**src/rtl/usb_phy_tx.sv**
```systemverilog
// Full-speed USB device transmitter: SYNC, bit-stuffed NRZI payload and EOP onto registered dp/dn/oe.
// Latency: the first SYNC bit is on the line at the edge that accepts the first byte; a packet occupies CLK_PER_BIT clocks per bit.
// Backpressure: tx_ready is high in IDLE and for one clock at each byte boundary; a missing byte there truncates the packet with tx_err.
module usb_phy_tx #(
    parameter int CLK_PER_BIT  = 4,   // core clocks per USB bit time, >= 2
    parameter int STUFF_LEN    = 6,   // run of 1s that forces a stuffed 0, >= 2
    parameter int EOP_SE0_BITS = 2    // SE0 bit times in EOP, >= 1
) (
    input  logic       clk,
    input  logic       rst,
    input  logic       tx_valid,
    input  logic [7:0] tx_data,
    input  logic       tx_last,
    output logic       tx_ready,
    output logic       tx_busy,
    output logic       tx_err,
    output logic       tx_oe,
    output logic       dp_tx,
    output logic       dn_tx
);

    localparam int PW = (CLK_PER_BIT > 2) ? $clog2(CLK_PER_BIT) : 1;
    localparam int OW = $clog2(STUFF_LEN + 1);
    localparam int BW = (EOP_SE0_BITS > 8) ? $clog2(EOP_SE0_BITS) : 3;

    localparam logic [PW-1:0] PHASE_MAX = PW'(CLK_PER_BIT - 1);
    localparam logic [OW-1:0] ONES_MAX  = OW'(STUFF_LEN);
    localparam logic [BW-1:0] BIT_LAST  = BW'(7);
    localparam logic [BW-1:0] SYNC_ONE  = BW'(6);
    localparam logic [BW-1:0] SE0_LAST  = BW'(EOP_SE0_BITS - 1);

    typedef enum logic [2:0] {
        IDLE    = 3'd0,
        SYNC    = 3'd1,
        DATA    = 3'd2,
        STUFF   = 3'd3,
        EOP_SE0 = 3'd4,
        EOP_J   = 3'd5
    } state_t;

    state_t        state, state_d;
    logic [PW-1:0] phase, phase_d;
    logic [BW-1:0] bit_cnt, bit_cnt_d;   // bit index in SYNC/byte, SE0 bit count in EOP
    logic [7:0]    shreg, shreg_d;       // current byte, bit 0 is the bit on the line
    logic          last_q, last_d;       // current byte closes the packet
    logic [OW-1:0] ones, ones_d;         // run of 1s including the bit on the line
    logic          lvl, lvl_d;           // NRZI line level, 1 = J
    logic          dp_d, dn_d, oe_d, busy_d, err_d;
    logic          idle_rdy;             // holds tx_ready low until the first clock after reset

    logic wrap, byte_end, stuff_due, fetch;
    logic adv, emit, emit_bit, to_eop;

    assign wrap      = (phase == PHASE_MAX);
    assign byte_end  = (bit_cnt == BIT_LAST);
    assign stuff_due = (ones == ONES_MAX);
    // A byte is requested only when bit 7 (or the stuff bit after it) ends and more bytes follow.
    assign fetch     = wrap && byte_end && !last_q &&
                       (((state == DATA) && !stuff_due) || (state == STUFF));

    // State register and registered line outputs; reset drives the bus back to idle J immediately.
    always_ff @(posedge clk or posedge rst) begin
        if (rst) begin
            state    <= IDLE;
            phase    <= '0;
            bit_cnt  <= '0;
            shreg    <= '0;
            last_q   <= 1'b0;
            ones     <= '0;
            lvl      <= 1'b1;
            dp_tx    <= 1'b1;
            dn_tx    <= 1'b0;
            tx_oe    <= 1'b0;
            tx_busy  <= 1'b0;
            tx_err   <= 1'b0;
            idle_rdy <= 1'b0;
        end else begin
            state    <= state_d;
            phase    <= phase_d;
            bit_cnt  <= bit_cnt_d;
            shreg    <= shreg_d;
            last_q   <= last_d;
            ones     <= ones_d;
            lvl      <= lvl_d;
            dp_tx    <= dp_d;
            dn_tx    <= dn_d;
            tx_oe    <= oe_d;
            tx_busy  <= busy_d;
            tx_err   <= err_d;
            idle_rdy <= 1'b1;
        end
    end

    // Next-state, bit sequencing, stuffing and NRZI; tx_ready decodes registered state only.
    always_comb begin
        state_d   = state;
        phase_d   = (state == IDLE || wrap) ? '0 : phase + PW'(1);
        bit_cnt_d = bit_cnt;
        shreg_d   = shreg;
        last_d    = last_q;
        ones_d    = ones;
        lvl_d     = lvl;
        dp_d      = dp_tx;
        dn_d      = dn_tx;
        oe_d      = tx_oe;
        busy_d    = tx_busy;
        err_d     = 1'b0;
        adv       = 1'b0;
        emit      = 1'b0;
        emit_bit  = 1'b0;
        to_eop    = 1'b0;
        tx_ready  = ((state == IDLE) && idle_rdy) || fetch;

        case (state)
            IDLE: begin
                if (idle_rdy && tx_valid) begin
                    state_d   = SYNC;
                    shreg_d   = tx_data;
                    last_d    = tx_last;
                    bit_cnt_d = '0;
                    oe_d      = 1'b1;
                    busy_d    = 1'b1;
                    emit      = 1'b1;   // first SYNC bit is a 0: J -> K
                end
            end
            SYNC: begin
                if (wrap) begin
                    if (!byte_end) begin
                        bit_cnt_d = bit_cnt + BW'(1);
                        emit      = 1'b1;
                        emit_bit  = (bit_cnt == SYNC_ONE);
                    end else begin
                        // SYNC leaves the ones counter at 1, so no stuff can fall here.
                        state_d   = DATA;
                        bit_cnt_d = '0;
                        emit      = 1'b1;
                        emit_bit  = shreg[0];
                    end
                end
            end
            DATA: begin
                if (wrap) begin
                    if (stuff_due) begin
                        state_d = STUFF;
                        emit    = 1'b1;
                    end else begin
                        adv = 1'b1;
                    end
                end
            end
            STUFF: begin
                if (wrap) begin
                    adv = 1'b1;
                end
            end
            EOP_SE0: begin
                if (wrap) begin
                    if (bit_cnt == SE0_LAST) begin
                        state_d = EOP_J;
                        dp_d    = 1'b1;
                        dn_d    = 1'b0;
                    end else begin
                        bit_cnt_d = bit_cnt + BW'(1);
                    end
                end
            end
            EOP_J: begin
                if (wrap) begin
                    state_d = IDLE;
                    oe_d    = 1'b0;
                    busy_d  = 1'b0;
                    lvl_d   = 1'b1;
                    dp_d    = 1'b1;
                    dn_d    = 1'b0;
                end
            end
            default: begin
                state_d = IDLE;
            end
        endcase

        // Move to the next payload bit; the stuff state keeps bit_cnt/shreg so it resumes in place.
        if (adv) begin
            state_d = DATA;
            if (!byte_end) begin
                bit_cnt_d = bit_cnt + BW'(1);
                shreg_d   = shreg >> 1;
                emit      = 1'b1;
                emit_bit  = shreg[1];
            end else if (last_q) begin
                to_eop = 1'b1;
            end else if (tx_valid) begin
                shreg_d   = tx_data;
                last_d    = tx_last;
                bit_cnt_d = '0;
                emit      = 1'b1;
                emit_bit  = tx_data[0];
            end else begin
                err_d  = 1'b1;
                to_eop = 1'b1;
            end
        end

        if (to_eop) begin
            state_d   = EOP_SE0;
            bit_cnt_d = '0;
            ones_d    = '0;
            dp_d      = 1'b0;
            dn_d      = 1'b0;
        end

        // NRZI: a 1 holds the level and extends the run, a 0 (or stuff bit) toggles and clears it.
        if (emit) begin
            if (emit_bit) begin
                ones_d = ones + OW'(1);
            end else begin
                lvl_d  = ~lvl;
                ones_d = '0;
            end
            dp_d = lvl_d;
            dn_d = ~lvl_d;
        end
    end

endmodule

```
**config.mk**
```make
export PLATFORM = sky130hd
export DESIGN_NAME = usb_phy_tx
export DESIGN_NICKNAME = d
export VERILOG_FILES = /design/src/rtl/usb_phy_tx.sv
export SDC_FILE = /design/constraint.sdc
export NUM_CORES = 1
export LEC_CHECK = 0
export ABC_AREA = 1
export CORE_ASPECT_RATIO = 1.5
export CORE_MARGIN = 2
export CORE_UTILIZATION = 34
export DETAILED_ROUTE_END_ITERATION = 6
export DONT_BUFFER_PORTS = 1
export SETUP_SLACK_MARGIN = 0.5
export SLEW_MARGIN = 40
export SYNTH_ARGS = -nofsm -noshare
export SYNTH_HDL_FRONTEND = slang
export SYNTH_SLANG_ARGS = --single-unit
```
**constraint.sdc**
```tcl
create_clock -name clk -period 4.6 [get_ports clk]
set_input_delay 0.92 -clock clk [delete_from_list [all_inputs] [get_ports clk]]
set_output_delay 0.92 -clock clk [all_outputs]
set_load 0.03 [all_outputs]
```
**After elaboration in Yosys (flattened, before gate mapping)**

Cells that the tools add are included.

- Logic and storage cells: 142
- Register bits: 26
- Bits of input ports: 12
- Output and inout port bits: 6

- Muxes and demuxes: 83
- Bitwise operators: 2
- Add/sub/neg operators: 3
- Equality and inequality tests: 24
- Reductions and logical operators: 18

Operators with widths:

| operator | number |
|---|---|
| $mux W3 | 23 |
| $mux W8 | 6 |
| $mux W1 | 46 |
| $ne A4 B4 Y1 const B | 10 |
| $pmux W3 S6 | 1 |
| $eq A3 B3 Y1 const B | 5 |
| $pmux W3 S3 | 1 |
| $reduce_and A9 Y1 | 1 |
| $pmux W1 S2 | 4 |
| $add A3 B1 Y3 const B | 2 |
| $eq A3 B1 Y1 const B | 2 |
| $eq A3 B2 Y1 const B | 2 |
| $logic_and A1 B1 Y1 | 6 |
| $ne A4 B3 Y1 const B | 1 |
| $reduce_and A4 Y1 | 1 |
| $reduce_bool A2 Y1 | 2 |
| $reduce_bool A4 Y1 | 1 |
| $logic_not A3 Y1 | 1 |
| $logic_or A1 B1 Y1 | 3 |
| $ne A3 B3 Y1 const B | 1 |
| $pmux W1 S3 | 1 |
| $reduce_and A3 Y1 | 1 |
| $add A2 B1 Y2 const B | 1 |
| $eq A2 B2 Y1 const B | 1 |
| other kinds (5) | 7 |

**Depth between registers and ports, before layout**

Gate-level depths: netlist of run 1.

- Word-level depth: 12
- Mapped depth: 14
- Mapped depth without buffers: 14

**Least setup slack after synthesis of run 1**

OpenSTA, ideal clock, no wires.

- Kind: reg-to-output
- From: reg bit_cnt[0]
- To: out tx_ready
- Arrival time: 1356 ps
- Required time: 3680 ps
- Path buffers: 0
- Stages on the path, launching flop included: 7
- Setup slack: 2324 ps
- Cells stage by stage: dfrtp_1 ha_1 ha_1 inv_2 nor2_8 nand2_4 nand2_1

- Cells in the longest elaborated chain, start to end: 5

Ends and longest elaborated chain:

| what | RTL line | text |
|---|---|---|
| start: declaration | 43 | `logic [BW-1:0] bit_cnt, bit_cnt_d;` |
| start signal: assignment | 80 | `bit_cnt <= bit_cnt_d;` |
| $eq A3 B3 Y1 | 55 | `assign byte_end = (bit_cnt == BIT_LAST);` |
| $logic_and A1 B1 Y1 (3 in a row) | 58 | `assign fetch = wrap && byte_end && !last_q &&` |
| $logic_or A1 B1 Y1 | 112 | `tx_ready = ((state == IDLE) && idle_rdy) \|\| fetch;` |
| end: declaration | 14 | `output logic tx_ready,` |

No other way between the ends.

**Worst setup path in the final report of run 1**

Same ends and word-level chain as after synthesis.

==> metrics.md, run 1 <==
| Metric | Value |
|---|---|
| I/O Pins | `18` |
| Core Area | `5120 um^2` |
| HPWL after detailed placement | `3170 um` |
| CP required | `3.68 ns` |
| Synth area leader | `dfrtp_1` |
| Slew margin rel. | `0.590` |
| P_int | `642 uW` |
| DR top layer | `met4` |
| Worst clock skew | `0.00359 ns` |
| Placement Rows | `32` |
| #FFs+latches synth | `26` |
| RSZ-0062 raised after global routing | `false` |
| EDFF count, synth | `0` |
| CTS Hold Buffers Added | `0` |
| Hold wc startpoint | `phase[0]$_DFF_PP0_` |
| Final hold violation count | `0` |
| Pwr per Cell Area | `615 nW/um^2` |
| Antenna diodes | `0` |
| Psw | `530 uW` |
| Max Clk Rate | `0.320 GHz` |
| Wire per inst | `13.7 um` |
| M1 wire length | `1490 um` |
| Register clock-pin slew on the reported worst setup and hold paths | `0.09 ns` |
| Global-route usage over all layers | `0.150` |
| VDD IR-drop max | `278 uV` |
| Fraction of layout cells with a size suffix above 1 | `0.181` |
| Worst hold path class | `flop to flop` |
| H-Tree Depth | `1` |
| Initial antenna violation count | `0` |
| Total gr overflow | `0` |
| First DRT Iteration DRCs | `33` |
| Initial Util | `0.349` |
| Top_reg_cell synth | `dfrtp_1` |
| Synthesized area per cell | `8.05 um^2` |
| Die Height | `92.8 um` |
| Syn Inst Count | `222` |
| Sw Ratio | `0.452` |
| Pins over their slew limit | `0` |
| Slew @ Worst Pin | `0.615 ns` |
| Final setup TNS | `0 ns` |
| Tmin final | `3.12 ns` |
| DIE WIDTH | `63.2 um` |
| CP Data Arrival Time | `2.20 ns` |
| # port buffers | `0` |
| Routed via count | `1,434` |
| Critical Path Sink Type | `primary output` |
| GPL Wtd Cong | `0.908` |
| Cells resized by post-CTS repair | `0` |
| CTS buffer count | `3` |
| WL met2 | `2240 um` |
| Reg-to-reg startpoint | `bit_cnt[0]$_DFF_PP0_` |
| Combinational power share | `0.470` |
| Largest net degree at the start of global routing | `27` |
| Placed standard-cell area | `1830 um^2` |
| Post-synth top area share | `0.336` |
| FILL cells | `567` |
| Max FO, Critical Path | `14` |
| Net Count, Synth | `241` |
| First drt pass iteration count | `4` |
| Top-count cell post-synth | `nand2_1` |
| Die area | `5870 um^2` |
| CTS Buffer Depth | `2` |
| Total Power | `1.17 mW` |
| Commonest cells post-synth | `60 x nand2_1, 24 x dfrtp_1, 20 x inv_1` |
| Netlist cell types | `39` |
| Flop pwr share | `0.363` |
| Drt via density | `4.96` |
| Met3 wire len | `97 um` |
| Max cap viols | `0` |
| Final setup fails | `0` |
| Number of global-route vias before repair | `1,512` |
| Sequential-to-total area share from yosys stat | `0.365` |
| Worst skew pair latency | `0.28 ns` |
| CP Launch Point | `bit_cnt[0]$_DFF_PP0_` |
| LEAKAGE | `0.941 nW` |
| Drt drc | `0` |
| Area Growth Syn to Fin | `6.58%` |
| Layout Nets | `241` |
| Synth async-reset ratio | `1.00` |
| Period utilization | `0.679` |
| Final Cell Area | `1910 um^2` |
| CTS tree | `done` |
| Root buf cell | `clkbuf_8` |
| TritonCTS sink count | `26` |
| First-pass GRT wire length | `6890 um` |
| Yosys warns | `0` |
| WL final | `3970 um` |
| Post-CTS setup buffers | `0` |
| Clock power share | `0.167` |
| Run status | `finished, final reports clean` |
| Post-DRT Antenna Nets | `0` |
| Post-synthesis cell area | `1790 um^2` |
| WS Path Type | `flop to primary output` |
| Area contributors post-synth | `dfrtp_1 34%, nand2_1 13%, ha_1 4.9%` |
| Startpoint types | `flop` |
[placed cells by master, fill, tap and decap left out, drive strengths merged, types with 3 or more instances in the layout]
cell type | Yosys | layout
nand2 | 68 | 68
inv | 27 | 27
dfrtp | 24 | 24
nor2 | 22 | 22
a21oi | 19 | 19
nand3 | 11 | 11
o21ai | 8 | 8
o211ai | 8 | 8
ha | 7 | 7
mux2i | 4 | 4
nor3 | 4 | 4
clkbuf | 0 | 3
[through the flow]
stage	hold WS, ns	setup slack, ns	instances	util
6_report	0.443	1.48	289	0.372
3_5_place_dp	0.434	1.78	285	0.358
4_1_cts	0.448	1.47	289	0.372
2_1_floorplan	0.415	2.32	222	-
5_1_grt	0.488	1.30	289	0.372
3_3_place_gp	0.426	1.86	285	0.358
[path summary, 6_finish.rpt]
path                                      end  slack, ns  cells past startpoint
setup / recovery                     tx_ready       1.48                      6
hold / removal             phase[0]$_DFF_PP0_       0.44                      1
setup reg to reg                lvl$_DFF_PP1_       2.31                     13
hold reg to reg            phase[0]$_DFF_PP0_       0.44                      1
max in group asynchronous   dp_tx$_DFFE_PP1P_       3.67                      1
min in group asynchronous  phase[0]$_DFF_PP0_       0.56                      1
[area by class of cell]
cell class	count	area (um^2)	area share
clock buffers	3	41.3	0.0217
clock inverters	1	30.0	0.0158
inverters	27	106	0.0558
multi-input cells	164	990	0.519
flip-flops and latches	26	653	0.343
well taps	68	85.1	0.0446
[worst max-delay path, cell delays in order, from the launching register on]
cell and delay (ns):
dfrtp_1 0.43, ha_1 0.20, ha_1 0.55, inv_2 0.22, nor2_8 0.18, nand2_4 0.09
nand2_1 0.24
[kinds of logic (layout without fill, tap and decap cells)]
| kind of cell | Yosys count | count (layout) | share of synthesized area |
|---|---|---|---|
| compound gates | 44 | 44 | 0.171 |
| xor+xnor | 1 | 1 | 0.00490 |
| buf+inv | 32 | 31 | 0.0812 |
| simple gates | 107 | 107 | 0.304 |
| other cells | 1 | 1 | 0.00210 |
| mux | 4 | 4 | 0.0224 |
| fa+ha+maj | 7 | 7 | 0.0490 |
| flops | 26 | 26 | 0.365 |
[power groups by stage]
stage	combinational (mW)	clock, mW	sequential [mW]
2_1_floorplan	0.465	0	0.406
3_3_place_gp	0.552	0	0.428
3_5_place_dp	0.554	0	0.431
4_1_cts	0.557	0.201	0.426
5_1_grt	0.631	0.207	0.442
6_report	0.550	0.196	0.425
[layer usage]
layer  GRT usage  up-vias
met5           0        -
met2       0.297       23
met4      0.0797        0
met1       0.150      671
li1            -      731
met3      0.0122        9
Power figures use the tool's default switching activity.
==> run 2, diff against run 1 <==
- clock period: 4.6 -> 3.3 ns (I/O delays scaled with it)
==> run 2 against run 1 <==
Clock power up 8%. First-iteration DRC count down 18%. Sequential share of layout area up 0.16 points. Sequential power up 40%. Combinational power up 39%. Clock skew about the same. Sequential cell count unchanged. Critical path depth up 1. Total power up 34%. Count of clock-buffer cells in the layout up 1. Critical endpoint unchanged. Worst setup slack worse by 0.78 ns. Cell area down 0.46%.
==> metrics.md, run 2 (same netlist as run 1, synthesis figures left out) <==
| Metric | Value |
|---|---|
| Cells resized by post-CTS repair | `0` |
| Final Cell Area | `1900 um^2` |
| CP Data Arrival Time | `1.94 ns` |
| Max FO, Critical Path | `10` |
| Startpoint types | `flop` |
| Drt drc | `0` |
| Final setup TNS | `0 ns` |
| Die area | `5870 um^2` |
| Initial antenna violation count | `0` |
| Pins over their slew limit | `0` |
| Slowest-stage cell, CP | `ha_1` |
| Critical Path Sink Type | `primary output` |
| Worst skew pair latency | `0.27 ns` |
| HPWL after detailed placement | `3220 um` |
| Max cap viols | `0` |
| CTS buffer count | `3` |
| Number of global-route vias before repair | `1,524` |
| H-Tree Depth | `1` |
| Post-CTS setup buffers | `0` |
| Post-DRT Antenna Nets | `0` |
| Initial Util | `0.349` |
| Most frequent cells in the layout | `60 x nand2_1, 24 x dfrtp_1, 19 x inv_1` |
| Antenna diodes | `0` |
| First drt pass iteration count | `4` |
| Die Height | `92.8 um` |
| RSZ-0062 raised after global routing | `false` |
| Placed standard-cell area | `1840 um^2` |
| Root buf cell | `clkbuf_8` |
| First-pass GRT wire length | `6840 um` |
| LEAKAGE | `0.940 nW` |
| CP cell instances | `ha_1, inv_2, nor2_8, inv_6, nor2_8, nand2_4, nand2_1` |
| Slew @ Worst Pin | `0.571 ns` |
| Core Area | `5120 um^2` |
| Slew margin rel. | `0.619` |
| GPL Wtd Cong | `0.943` |
| Fraction of layout cells with a size suffix above 1 | `0.185` |
| Final setup fails | `0` |
| Run status | `finished, final reports clean` |
| Most common library cell in the layout ignoring fill and taps | `nand2_1` |
| CTS Buffer Depth | `2` |
| TritonCTS sink count | `26` |
| Placement Rows | `32` |
| Final hold violation count | `0` |
| Tmin final | `2.60 ns` |
| Most common cell on crit path | `nor2_8` |
| Largest net degree at the start of global routing | `27` |
| Worst hold path class | `input pin to asynchronous set/reset pin` |
| Max incr delay on CP | `0.39 ns` |
| Period utilization | `0.788` |
| DIE WIDTH | `63.2 um` |
| WL final | `3970 um` |
| Depth of the most critical reg-to-reg path | `14` |
| WS Path Type | `flop to primary output` |
| CTS Hold Buffers Added | `0` |
| Area Growth Syn to Fin | `6.09%` |
| I/O Pins | `18` |
| Drt via density | `4.96` |
| Worst clock skew | `0.00395 ns` |
| Routed via count | `1,438` |
| # port buffers | `0` |
| Layout Nets | `242` |
| Wire per inst | `13.7 um` |
| Total Power | `1.57 mW` |
| Total gr overflow | `0` |
| Register clock-pin slew on the reported worst setup and hold paths | `0.09 ns` |
| Pwr per Cell Area | `827 nW/um^2` |
| Global-route usage over all layers | `0.147` |
| First DRT Iteration DRCs | `27` |
| Max Clk Rate | `0.384 GHz` |
| CTS tree | `done` |
| VDD IR-drop max | `473 uV` |
| CP required | `2.64 ns` |
==> run 2: report_power, final <==
part           switching, mW  leakage (nW)  internal [mW]
registers              0.137         0.322          0.457
clock network          0.105        0.0288          0.107
logic                  0.487         0.589          0.275
total                  0.728         0.940          0.839
==> run 2: worst paths after layout <==
kind	startpoint	endpoint	slack [ns]
max in group asynchronous	rst	ones[2]$_DFFE_PP0P_	2.61
min in group clk	tx_valid	tx_err$_DFF_PP0_	0.44
min	rst	asynchronous set/reset pin	0.31
min reg2reg	phase[0]$_DFF_PP0_	phase[0]$_DFF_PP0_	0.45
max reg2reg	bit_cnt[0]$_DFF_PP0_	dp_tx$_DFFE_PP1P_	1.18
max	phase[0]$_DFF_PP0_	tx_ready	0.70
==> run 2: worst max-delay path: cells and delay by family (launching register included) <==
kind | cells | cell delay, ns
buf+inv | 2 | 0.27
fa+ha+maj | 1 | 0.39
flops | 1 | 0.36
simple gates | 4 | 0.63
==> run 2: final cells by class <==
cell class	count	area (um^2)
fill	560	3230
sequential	26	653
inverter	27	106
tap	68	85.1
timing repair buffer	1	7.51
multi-input combinational	164	990
clock buffer	4	55.1
==> run 2: per-stage QoR <==
step / setup WS, ns / util / std cells / hold WS, ns
after floorplan: 1.28 / - / 222 / 0.415
after global placement: 1.03 / 0.359 / 286 / 0.428
after detailed placement: 1.00 / 0.359 / 286 / 0.433
after CTS: 0.693 / 0.370 / 290 / 0.337
after global routing: 0.566 / 0.370 / 290 / 0.352
final: 0.699 / 0.370 / 290 / 0.313
==> run 2: per-layer routing <==
metal	routed length, um	GRT usage	up-vias
met2	2230	0.293	26
li1	-	-	732
met5	0	0	-
met3	76	0.0146	12
met4	147	0.0761	0
met1	1520	0.148	668
==> RTL change: new RTL, config.mk and constraints of run 2 <==
Re-encode `state_t` (6 states) as one-hot, 6 bits wide.
--- a/src/rtl/usb_phy_tx.sv
+++ b/src/rtl/usb_phy_tx.sv
@@ -29,13 +29,13 @@
     localparam logic [BW-1:0] SYNC_ONE  = BW'(6);
     localparam logic [BW-1:0] SE0_LAST  = BW'(EOP_SE0_BITS - 1);
 
-    typedef enum logic [2:0] {
-        IDLE    = 3'd0,
-        SYNC    = 3'd1,
-        DATA    = 3'd2,
-        STUFF   = 3'd3,
-        EOP_SE0 = 3'd4,
-        EOP_J   = 3'd5
+    typedef enum logic [5:0] {
+        IDLE    = 6'b000001,
+        SYNC    = 6'b000010,
+        DATA    = 6'b000100,
+        STUFF   = 6'b001000,
+        EOP_SE0 = 6'b010000,
+        EOP_J   = 6'b100000
     } state_t;
 
     state_t        state, state_d;
Check against the original RTL: no difference found for any inputs over 10 cycles, from zero or initial values and one cycle with rst high; not proved beyond that.
==> RTL change against run 2 <==
  * Synthesized cell count is 29% higher
  * Critical endpoint unchanged
  * Critical path depth is 1 higher
  * Sequential cell count is 3 higher
  * Area after synthesis is 12% higher
  * Largest cell class unchanged
  * Largest power group is now sequential cells
  * Wire length is 23% higher
  * Worst setup slack worse by 0.040 ns
  * Final area is 14% higher
  * Clock power is 40% higher
  * Power is 3.1% lower
==> RTL change: results (changes against run 2) <==
Met3 usage: 3.34% (+1.9 points)
Clk_lat worst skew: 0.29 ns (+0.02 ns)
Synthesized area per cell: 7.00 µm² (-13%)
Clock Power Share: 19.4% (+5.9 points)
Final Skew: 0.00891 ns (+0.00496 ns)
Register area share after synthesis: 36.3% (-0.23 points)
Leakage power: 1.07 nW (+14%)
Buffers excl. clock: 3 (+2)
WL per Instance: 13.5 µm (-1.3%)
Initial DRC count: 79 (+190%)
Fraction of layout cells with a size suffix above 1: 11.8% (-6.7 points)
CTS buffer count: 5 (+2)
Hpwl dp: 3670 µm (+14%)
Top post-synthesis cells by count: nand2_1, nor2_1, dfrtp_1
Register area: 729 µm² (+12%)
Final WL: 4880 µm (+23%)
Clk power: 0.295 mW (+40%)
Detail Route met2 WL: 2580 µm (+16%)
Via density: 5.05 (+1.8%)
Layout non-clock buf frac: 1.04% (+0.65 points)
Area taken by multi-input logic gates: 0.00112 mm² (+14%)
Distinct cell type count after synthesis: 33 (-15%)
CP max stage cell: dfrtp_1
Status: finished clean
Synth-to-layout area growth: 7.35%
Synthesized Nets: 306 (+27%)
Pin count of the biggest net entering global routing: 23 (-15%)
Invs w/o clock: 28 (+3.7%)
Final instance area: 0.00216 mm² (+14%)
==> RTL change: timing repair <==
| action | in CTS | in global routing |
|---|---|---|
| setup endpoints to repair | 1 | 1 |
| gates resized for setup | 1 | 1 |
| hold buffers | 0 | 0 |
==> RTL change: path summary, 6_finish.rpt <==
kind / slack, ns / end
setup / recovery: 0.66 / tx_ready
hold / removal: 0.28 / async pin
setup reg to reg: 1.13 / lvl
hold reg to reg: 0.50 / register
max in group asynchronous: 2.31 / dp_tx
min in group clk: 0.46 / tx_err
==> RTL change: logic make-up after synthesis <==
logic type / after synthesis / share of synthesized area (%)
AO/OA/AOI/OAI: 46 / 12.1
XOR/XNOR: 1 / 0.436
adder cells (fa/ha/maj): 7 / 4.36
buffers and inverters: 37 / 8.41
flip-flops: 29 / 36.3
other: 1 / 0.187
AND/OR/NAND/NOR: 166 / 38.2
